===== src/rtl/cpu_types_pkg.sv =====
// Shared CPU types: data word and data-cache controller states.
package cpu_types_pkg;
    typedef logic [31:0] word_t;

    typedef enum logic [1:0] {
        IDLE   = 2'd0,
        LOAD   = 2'd1,
        WRITE  = 2'd2,
        HALTED = 2'd3
    } dcache_state_t;
endpackage


===== src/rtl/dcache_wt_if.sv =====
// Datapath-side and memory-side signals of the write-through data cache.
interface dcache_wt_if;
    import cpu_types_pkg::*;

    // datapath side
    logic  dmemREN;
    logic  dmemWEN;
    word_t dmemaddr;
    word_t dmemstore;
    logic  halt;
    logic  dhit;
    word_t dmemload;
    logic  flushed;
    // memory controller side
    logic  dREN;
    logic  dWEN;
    word_t daddr;
    word_t dstore;
    word_t dload;
    logic  dwait;
    // statistics
    word_t hit_count;
    word_t miss_count;

    // cache side
    modport slave (
        input  dmemREN, dmemWEN, dmemaddr, dmemstore, halt, dload, dwait,
        output dhit, dmemload, flushed, dREN, dWEN, daddr, dstore,
               hit_count, miss_count
    );

    // datapath / memory side
    modport master (
        output dmemREN, dmemWEN, dmemaddr, dmemstore, halt, dload, dwait,
        input  dhit, dmemload, flushed, dREN, dWEN, daddr, dstore,
               hit_count, miss_count
    );
endinterface


===== src/rtl/dcache_wt_frames.sv =====
// NSETS one-word frames: combinational read, single synchronous write,
// synchronous clear of every frame on RST.
module dcache_frames
    import cpu_types_pkg::*;
#(
    parameter int NSETS = 16,
    parameter int IDX   = $clog2(NSETS),
    parameter int TAGW  = 30 - IDX
) (
    input  logic            CLK,
    input  logic            RST,
    input  logic [IDX-1:0]  i_ridx,
    output logic            o_rvalid,
    output logic [TAGW-1:0] o_rtag,
    output word_t           o_rdata,
    input  logic            i_we,
    input  logic [IDX-1:0]  i_widx,
    input  logic [TAGW-1:0] i_wtag,
    input  word_t           i_wdata
);
    typedef struct packed {
        logic            valid;
        logic [TAGW-1:0] tag;
        word_t           data;
    } frame_t;

    frame_t r_frames [NSETS];

    // clear has priority over a fill/update in the same cycle
    always_ff @(posedge CLK) begin
        if (RST) begin
            for (int i = 0; i < NSETS; i++) r_frames[i] <= '0;
        end else if (i_we) begin
            r_frames[i_widx] <= '{valid: 1'b1, tag: i_wtag, data: i_wdata};
        end
    end

    assign o_rvalid = r_frames[i_ridx].valid;
    assign o_rtag   = r_frames[i_ridx].tag;
    assign o_rdata  = r_frames[i_ridx].data;
endmodule


===== src/rtl/dcache_wt.sv =====
// Direct-mapped, write-through, no-write-allocate data cache with a
// single-outstanding memory port and halt drain.
module dcache_wt
    import cpu_types_pkg::*;
#(
    parameter int NSETS = 16
) (
    input  logic         CLK,
    input  logic         RST,
    dcache_wt_if.slave   bus
);
    localparam int IDX  = $clog2(NSETS);
    localparam int TAGW = 30 - IDX;

    dcache_state_t   r_state, w_next;
    word_t           r_addr, r_store, r_hits, r_misses;

    logic            w_latch_addr, w_latch_store, w_hit_inc, w_miss_inc;
    logic [IDX-1:0]  w_ridx;
    logic            w_fvalid;
    logic [TAGW-1:0] w_ftag;
    word_t           w_fdata;
    logic            w_we;
    word_t           w_wdata;
    logic            w_req_hit, w_lat_match;

    // In IDLE the frame lookup follows the live request; otherwise it follows
    // the latched address so WRITE can test for a resident copy.
    assign w_ridx      = (r_state == IDLE) ? bus.dmemaddr[IDX+1:2] : r_addr[IDX+1:2];
    assign w_req_hit   = w_fvalid && (w_ftag == bus.dmemaddr[31:IDX+2]);
    assign w_lat_match = w_fvalid && (w_ftag == r_addr[31:IDX+2]);

    dcache_frames #(.NSETS(NSETS)) u_frames (
        .CLK      (CLK),
        .RST      (RST),
        .i_ridx   (w_ridx),
        .o_rvalid (w_fvalid),
        .o_rtag   (w_ftag),
        .o_rdata  (w_fdata),
        .i_we     (w_we),
        .i_widx   (r_addr[IDX+1:2]),
        .i_wtag   (r_addr[31:IDX+2]),
        .i_wdata  (w_wdata)
    );

    // next state, datapath/memory handshakes and frame write control
    always_comb begin
        w_next        = r_state;
        w_latch_addr  = 1'b0;
        w_latch_store = 1'b0;
        w_hit_inc     = 1'b0;
        w_miss_inc    = 1'b0;
        w_we          = 1'b0;
        w_wdata       = r_store;
        bus.dhit      = 1'b0;
        bus.dmemload  = '0;
        bus.dREN      = 1'b0;
        bus.dWEN      = 1'b0;
        bus.flushed   = 1'b0;
        case (r_state)
            IDLE: begin
                if (bus.dmemWEN) begin
                    w_latch_addr  = 1'b1;
                    w_latch_store = 1'b1;
                    w_next        = WRITE;
                end else if (bus.dmemREN) begin
                    if (w_req_hit) begin
                        bus.dhit     = 1'b1;
                        bus.dmemload = w_fdata;
                        w_hit_inc    = 1'b1;
                    end else begin
                        w_latch_addr = 1'b1;
                        w_miss_inc   = 1'b1;
                        w_next       = LOAD;
                    end
                end else if (bus.halt) begin
                    w_next = HALTED;
                end
            end
            LOAD: begin
                bus.dREN = 1'b1;
                if (!bus.dwait) begin
                    bus.dhit     = 1'b1;
                    bus.dmemload = bus.dload;
                    w_we         = 1'b1;
                    w_wdata      = bus.dload;
                    w_next       = IDLE;
                end
            end
            WRITE: begin
                bus.dWEN = 1'b1;
                if (!bus.dwait) begin
                    bus.dhit = 1'b1;
                    // update only a resident copy; misses do not allocate
                    w_we     = w_lat_match;
                    w_next   = IDLE;
                end
            end
            HALTED: bus.flushed = 1'b1;
            default: w_next = IDLE;
        endcase
    end

    // state, request latches and read statistics
    always_ff @(posedge CLK) begin
        if (RST) begin
            r_state  <= IDLE;
            r_addr   <= '0;
            r_store  <= '0;
            r_hits   <= '0;
            r_misses <= '0;
        end else begin
            r_state <= w_next;
            if (w_latch_addr)  r_addr   <= bus.dmemaddr;
            if (w_latch_store) r_store  <= bus.dmemstore;
            if (w_hit_inc)     r_hits   <= r_hits + 32'd1;
            if (w_miss_inc)    r_misses <= r_misses + 32'd1;
        end
    end

    assign bus.daddr      = r_addr;
    assign bus.dstore     = r_store;
    assign bus.hit_count  = r_hits;
    assign bus.miss_count = r_misses;
endmodule


===== src/flat_wrapper.sv =====
// flat-port wrapper written by rule: the top's interface ports become plain ports
module dcache_wt_flat import cpu_types_pkg::*;
#(
    parameter int NSETS = 16
)
  (CLK, RST, bus_dmemREN, bus_dmemWEN, bus_dmemaddr, bus_dmemstore, bus_halt, bus_dload, bus_dwait, bus_dhit, bus_dmemload, bus_flushed, bus_dREN, bus_dWEN, bus_daddr, bus_dstore, bus_hit_count, bus_miss_count);
  dcache_wt_if bus_i ();
  input  logic CLK;
  input  logic RST;
  input wire logic [$bits(bus_i.dmemREN)-1:0] bus_dmemREN;
  input wire logic [$bits(bus_i.dmemWEN)-1:0] bus_dmemWEN;
  input wire logic [$bits(bus_i.dmemaddr)-1:0] bus_dmemaddr;
  input wire logic [$bits(bus_i.dmemstore)-1:0] bus_dmemstore;
  input wire logic [$bits(bus_i.halt)-1:0] bus_halt;
  input wire logic [$bits(bus_i.dload)-1:0] bus_dload;
  input wire logic [$bits(bus_i.dwait)-1:0] bus_dwait;
  output wire logic [$bits(bus_i.dhit)-1:0] bus_dhit;
  output wire logic [$bits(bus_i.dmemload)-1:0] bus_dmemload;
  output wire logic [$bits(bus_i.flushed)-1:0] bus_flushed;
  output wire logic [$bits(bus_i.dREN)-1:0] bus_dREN;
  output wire logic [$bits(bus_i.dWEN)-1:0] bus_dWEN;
  output wire logic [$bits(bus_i.daddr)-1:0] bus_daddr;
  output wire logic [$bits(bus_i.dstore)-1:0] bus_dstore;
  output wire logic [$bits(bus_i.hit_count)-1:0] bus_hit_count;
  output wire logic [$bits(bus_i.miss_count)-1:0] bus_miss_count;
  assign bus_i.dmemREN = bus_dmemREN;
  assign bus_i.dmemWEN = bus_dmemWEN;
  assign bus_i.dmemaddr = bus_dmemaddr;
  assign bus_i.dmemstore = bus_dmemstore;
  assign bus_i.halt = bus_halt;
  assign bus_i.dload = bus_dload;
  assign bus_i.dwait = bus_dwait;
  assign bus_dhit = bus_i.dhit;
  assign bus_dmemload = bus_i.dmemload;
  assign bus_flushed = bus_i.flushed;
  assign bus_dREN = bus_i.dREN;
  assign bus_dWEN = bus_i.dWEN;
  assign bus_daddr = bus_i.daddr;
  assign bus_dstore = bus_i.dstore;
  assign bus_hit_count = bus_i.hit_count;
  assign bus_miss_count = bus_i.miss_count;
  dcache_wt #(.NSETS(NSETS)) u_core (.CLK(CLK), .RST(RST), .bus(bus_i));
endmodule

===== config.mk =====
export PLATFORM = sky130hd
export DESIGN_NAME = dcache_wt_flat
export DESIGN_NICKNAME = d
export VERILOG_FILES = /design/src/rtl/cpu_types_pkg.sv /design/src/rtl/dcache_wt_if.sv /design/src/rtl/dcache_wt_frames.sv /design/src/rtl/dcache_wt.sv /design/src/flat_wrapper.sv
export SDC_FILE = /design/constraint.sdc
export NUM_CORES = 2
export LEC_CHECK = 0
export CAP_MARGIN = 15
export CORE_UTILIZATION = 45
export DETAILED_ROUTE_END_ITERATION = 10
export GPL_TIMING_DRIVEN = 0
export PLACE_DENSITY_LB_ADDON = 0.12
export SLEW_MARGIN = 20
export SYNTH_ARGS = -nofsm -noshare
export SYNTH_HDL_FRONTEND = slang
export SYNTH_SLANG_ARGS = --single-unit

===== constraint.sdc =====
create_clock -name CLK -period 6.8 [get_ports CLK]
set_input_delay 1.36 -clock CLK [delete_from_list [all_inputs] [get_ports CLK]]
set_output_delay 1.36 -clock CLK [all_outputs]
set_load 0.01 [all_outputs]

==> reports/summary.md <==
The run finished, with violations left. The final reports fail on DRC. The die is 328 µm wide. Of all nets on the critical path, the largest fanout is 20.

The startpoint class of the critical path is a primary input. The tree is rooted in a sky130_fd_sc_hd__clkbuf_16. The total placed instance area is 0.0529 mm², and the via density per instance is 5.92. Static timing analysis puts the maximum clock frequency at 149 MHz. After detailed placement, the design holds a cell count of 5543. Summed over all nets, the half-perimeter wirelength after detailed placement is 108 mm. The tree built by TritonCTS fans out to 1074 sinks.

The run gives 163 mm as the detailed-route wire length. The number of max-slew violations in the final report came out at 0. The cell depth of the worst flop-to-flop path works out to 16. Across the VDD grid, the largest voltage drop is 0.257 mV.

Of the available clock period, the critical path in the final layout requires 98.8%. Of the total power, the clock network draws 31.4%. The number of global-route vias before repair is 32.9k.

The area growth from synthesis to layout was 19.6%. Global routing finished with a remaining overflow of 0. Buffers inserted to repair hold after CTS numbered 0. The routed layout has 34.2k vias. For the data arrival time of the worst path, the log shows 5.36 ns.

The area of the die was 0.108 mm². Setup repair after global routing left no endpoint under its margin. The initial utilization of the core area, before any placement, comes to 45.4%. The cell area that synthesis handed to floorplanning was 0.0478 mm². The internal power is 13000 µW, and the quantity of I/O buffers inserted on ports is 265.

Clock-pin slew was measured on the worst setup and hold paths at 0.06 ns. Hold timing on the final database bottoms out at a slack of 0.455 ns. The classification of the worst setup path is primary input to output pin. For this run, the total global-route usage over all layers was measured as 30.0%. For the pin with the worst max-slew slack, the measured transition is 1.30 ns.

The tools report the start of the worst register-to-register path as u_core.r_state[0]$_SDFFE_PP0P_. The count of flip-flops with a built-in enable after synthesis was 928. The worst hold path begins at u_core.u_frames.r_frames[3][58]$_SDFFE_PP1P_. After synthesis, the mean cell area works out to 12.4 µm². The global-route wire length before repair was 231 mm; the total power divided by cell area was 340 mW/mm².

The share of total power in combinational logic is 29.7%, and the slack of the worst reg-to-reg path is 0.51 ns. In this run the power spent charging and discharging nets is 6460 µW. In the final routed layout, each cell accounts on average for 28.2 µm. Entering global routing, the biggest net connects 39 pins. The design draws 19500 µW. Of the synthesized area, sequential elements account for 64.4%. In this run the static leakage power is 0.0196 µW. In this run, synthesis produced a sequential element count of 1074. The placer's final routability congestion estimate is 0.915. For the finished layout, the period the worst path requires is 6.72 ns. The run gives 0.105 mm² as the placeable core region.

TritonCTS built the clock tree. Data on the critical path is required at its endpoint by 5.44 ns. The share of synthesized registers carrying an async set or reset is 0%, and the post-synth net total is 3972. The net switching share of the total power came out at 33.2%. Endpoint kind of the worst setup timing path: an output pin.

Summing all multi-input logic gate instances after layout gives 0.0158 mm². The first detailed-routing pass ran for 10 iterations. The number of endpoints with negative hold slack in the final report is 0.

Clock latency of the later-clocked register in the worst-skew pair: 0.71 ns. The tools report the terminating pin of the worst hold path as u_core.u_frames.r_frames[3][58]$_SDFFE_PP1P_. The number of buffers on the longest clock path was 3; the final count of negative-setup-slack endpoints was 0. The die is 328 µm tall. Yosys printed 0 warnings. The worst hold path passes through 2 cells. The final setup skew was 0.0316 ns. The run gives 3 as the maximum level of the CTS H-tree. With fillers left out, the area of the finished cells amounts to 0.0572 mm². Cells with a size suffix above 1 make up 13.7% of the layout.

In this run the critical register-to-register path is captured at u_core.u_frames.r_frames[11][15]$_DFFE_PP_. After detailed routing, the number of remaining DRC violations is 120. The number of placement rows was 119; the area taken by flip-flops and latches was 0.0308 mm². After the last flow step, the layout net total stands at 4395. Counting every instance in the synthesized netlist gives 3864.

Registers are responsible for 38.9% of the overall power. For this run, the leading register cell type out of synthesis is sky130_fd_sc_hd__edfxtp_1. The run gives 7 as the number of antenna violations at the first check in global routing.

Counting distinct cell types in the post-synthesis netlist gives 66. The run gives 13.4% as the worst slew slack as a fraction of its limit. The layout has 9066 filler cells.

The worst hold path belongs to the class register to register. Buffers inserted during clock tree synthesis total 113. The run gives 0 as the number of nets with antenna violations after routing.

The finished layout holds 5779 standard cells, fillers aside. In this run the count of I/O pins placed on the die edge is 266. The detailed router finished its first iteration with 4007 violations. The reported max-cap violation count came out at 0.
-- registers in the layout, summed over array words and instances (netlist names) --
name,count
u_core.bus.daddr,32
u_core.r_state,2
u_core.bus.dstore,32
u_core.u_frames.r_frames,944
u_core.bus.hit_count,32
u_core.bus.miss_count,32
-- routing by layer --
| metal | vias to the layer above | global-route usage [%] | share of wire, % |
|---|---|---|---|
| met5 | - | 0 | 0.0080 |
| met4 | 2 | 10.7 | 3.4 |
| met3 | 282 | 5.65 | 10 |
| met2 | 1879 | 46.2 | 45 |
| met1 | 17300 | 42.6 | 41 |
| li1 | 14800 | - | - |
-- power by group through the flow --
stage / logic [µW] / registers, µW / clock network, µW
after global routing: 6030 / 7590 / 6390
after CTS: 5660 / 7560 / 6150
after floorplan: 3260 / 7680 / 0
after detailed placement: 5400 / 7700 / 0
after global placement: 5320 / 7730 / 0
final: 5770 / 7570 / 6120
-- through the flow --
| stage | TNS (ns) | worst slack [ns] | utilization (%) |
|---|---|---|---|
| after floorplan | 0 | 0.873 | - |
| after global placement | -3409.47 | -3.42 | 49.6 |
| after detailed placement | -902.55 | -2.33 | 50.2 |
| after CTS | -0.0118 | -0.0112 | 54.2 |
| after global routing | 0 | 0.0335 | 54.3 |
| final | 0 | 0.0783 | 54.3 |
-- worst max-delay path by stage --
stage,start,end,slack [ns]
floorplan,bus_dmemaddr[3],u_core.u_frames.r_frames[7][0]$_DFFE_PP_,0.87
global placement,bus_dmemaddr[2],u_core.u_frames.r_frames[11][6]$_DFFE_PP_,-3.42
detailed placement,bus_dmemaddr[4],bus_dmemload[28],-2.33
CTS,bus_dmemaddr[3],bus_dmemload[28],-0.01
global route,u_core.r_state[0]$_SDFFE_PP0P_,bus_dhit,0.03
finish,bus_dmemaddr[5],bus_dhit,0.08
-- timing repair --
item | 4_1_cts | 5_1_grt
cloned | 1 | 0
buffers inserted | 12 | 10
setup endpoints to repair | 390 | 21
pin swaps | 7 | 6
resized for setup | 198 | 10
endpoints found under the hold margin | 0 | 0
-- critical path, stage by stage --
cell and delay, ns:
sky130_fd_sc_hd__dlygate4sd2_1 0.47, sky130_fd_sc_hd__and3b_1 0.27, sky130_fd_sc_hd__o21ai_0 0.27, sky130_fd_sc_hd__clkbuf_4 0.37
sky130_fd_sc_hd__o22ai_1 0.11, sky130_fd_sc_hd__or4_4 0.59, sky130_fd_sc_hd__xor2_1 0.19, sky130_fd_sc_hd__or4_4 0.54
sky130_fd_sc_hd__nor2_2 0.16, sky130_fd_sc_hd__nand3_4 0.09, sky130_fd_sc_hd__buf_12 0.16, sky130_fd_sc_hd__buf_6 0.12
sky130_fd_sc_hd__buf_8 0.18, sky130_fd_sc_hd__a21oi_4 0.17, sky130_fd_sc_hd__dlygate4sd2_1 0.29
-- cells by family after synthesis --
kind of cell,count (synthesis),synth area share (%)
and+or+nand+nor,1636,14.4
buffers and inverters,375,3.40
AOI/OAI and AO/OA,354,4.36
adders and majority gates,6,0.157
DFF,1074,64.4
muxes,353,12.2
xor gates and xnor gates,66,1.21
-- layout by cell type, fill, tap and decap left out, types with 37 or more instances in the layout --
cell type / synthesis / routed
sky130_fd_sc_hd__nor2_1: 995 / 993
sky130_fd_sc_hd__edfxtp_1: 928 / 928
sky130_fd_sc_hd__nand2_1: 356 / 354
sky130_fd_sc_hd__clkbuf_1: 225 / 241
sky130_fd_sc_hd__clkdlybuf4s50_1: 0 / 228
sky130_fd_sc_hd__mux4_2: 178 / 178
sky130_fd_sc_hd__dfxtp_1: 146 / 146
sky130_fd_sc_hd__a21oi_1: 141 / 138
sky130_fd_sc_hd__mux2i_1: 134 / 129
sky130_fd_sc_hd__clkbuf_16: 0 / 117
sky130_fd_sc_hd__o21ai_0: 98 / 87
sky130_fd_sc_hd__nand3_1: 72 / 71
sky130_fd_sc_hd__o22ai_1: 49 / 47
sky130_fd_sc_hd__xnor2_1: 43 / 43
sky130_fd_sc_hd__nor2b_1: 38 / 38
sky130_fd_sc_hd__clkinv_1: 20 / 38
sky130_fd_sc_hd__inv_1: 37 / 37
-- final cells by class --
type	count	area share, %
flip-flops and latches	1074	53.8
multi-input cells	2415	27.6
repair buffers	311	5.87
clock buffers	156	5.43
well taps	1391	3.04
plain buffers	315	3.04
clock inverters	57	0.857
inverters	57	0.374
diodes	3	0.0131
-- cell usage after synthesis, drive strengths merged (3+ instances only) --
master	instances	area share (%)
nand3	73	0.77
a311oi	3	0.055
nand2	356	2.8
or2	4	0.052
and2	7	0.094
o31ai	3	0.047
dfxtp	146	6.1
buf	93	1.2
a2111oi	11	0.20
nor2	995	7.8
ha	6	0.16
o22ai	49	0.64
nor4	28	0.44
a21oi	141	1.5
inv	37	0.29
o2111ai	4	0.099
o211ai	12	0.26
or3	5	0.065
nand2b	22	0.29
mux2i	134	2.8
clkbuf	225	1.8
o21ai	100	1.0
and4	12	0.22
or4	26	0.44
mux4	178	8.4
edfxtp	928	58
nand4	25	0.33
and3	16	0.21
mux2	41	0.98
xnor2	43	0.79
clkinv	20	0.16
xor2	23	0.42
nor3	22	0.23
a211oi	9	0.14
a32oi	8	0.15
nor2b	38	0.50
Note: power is estimated with default switching activity, not from simulation.
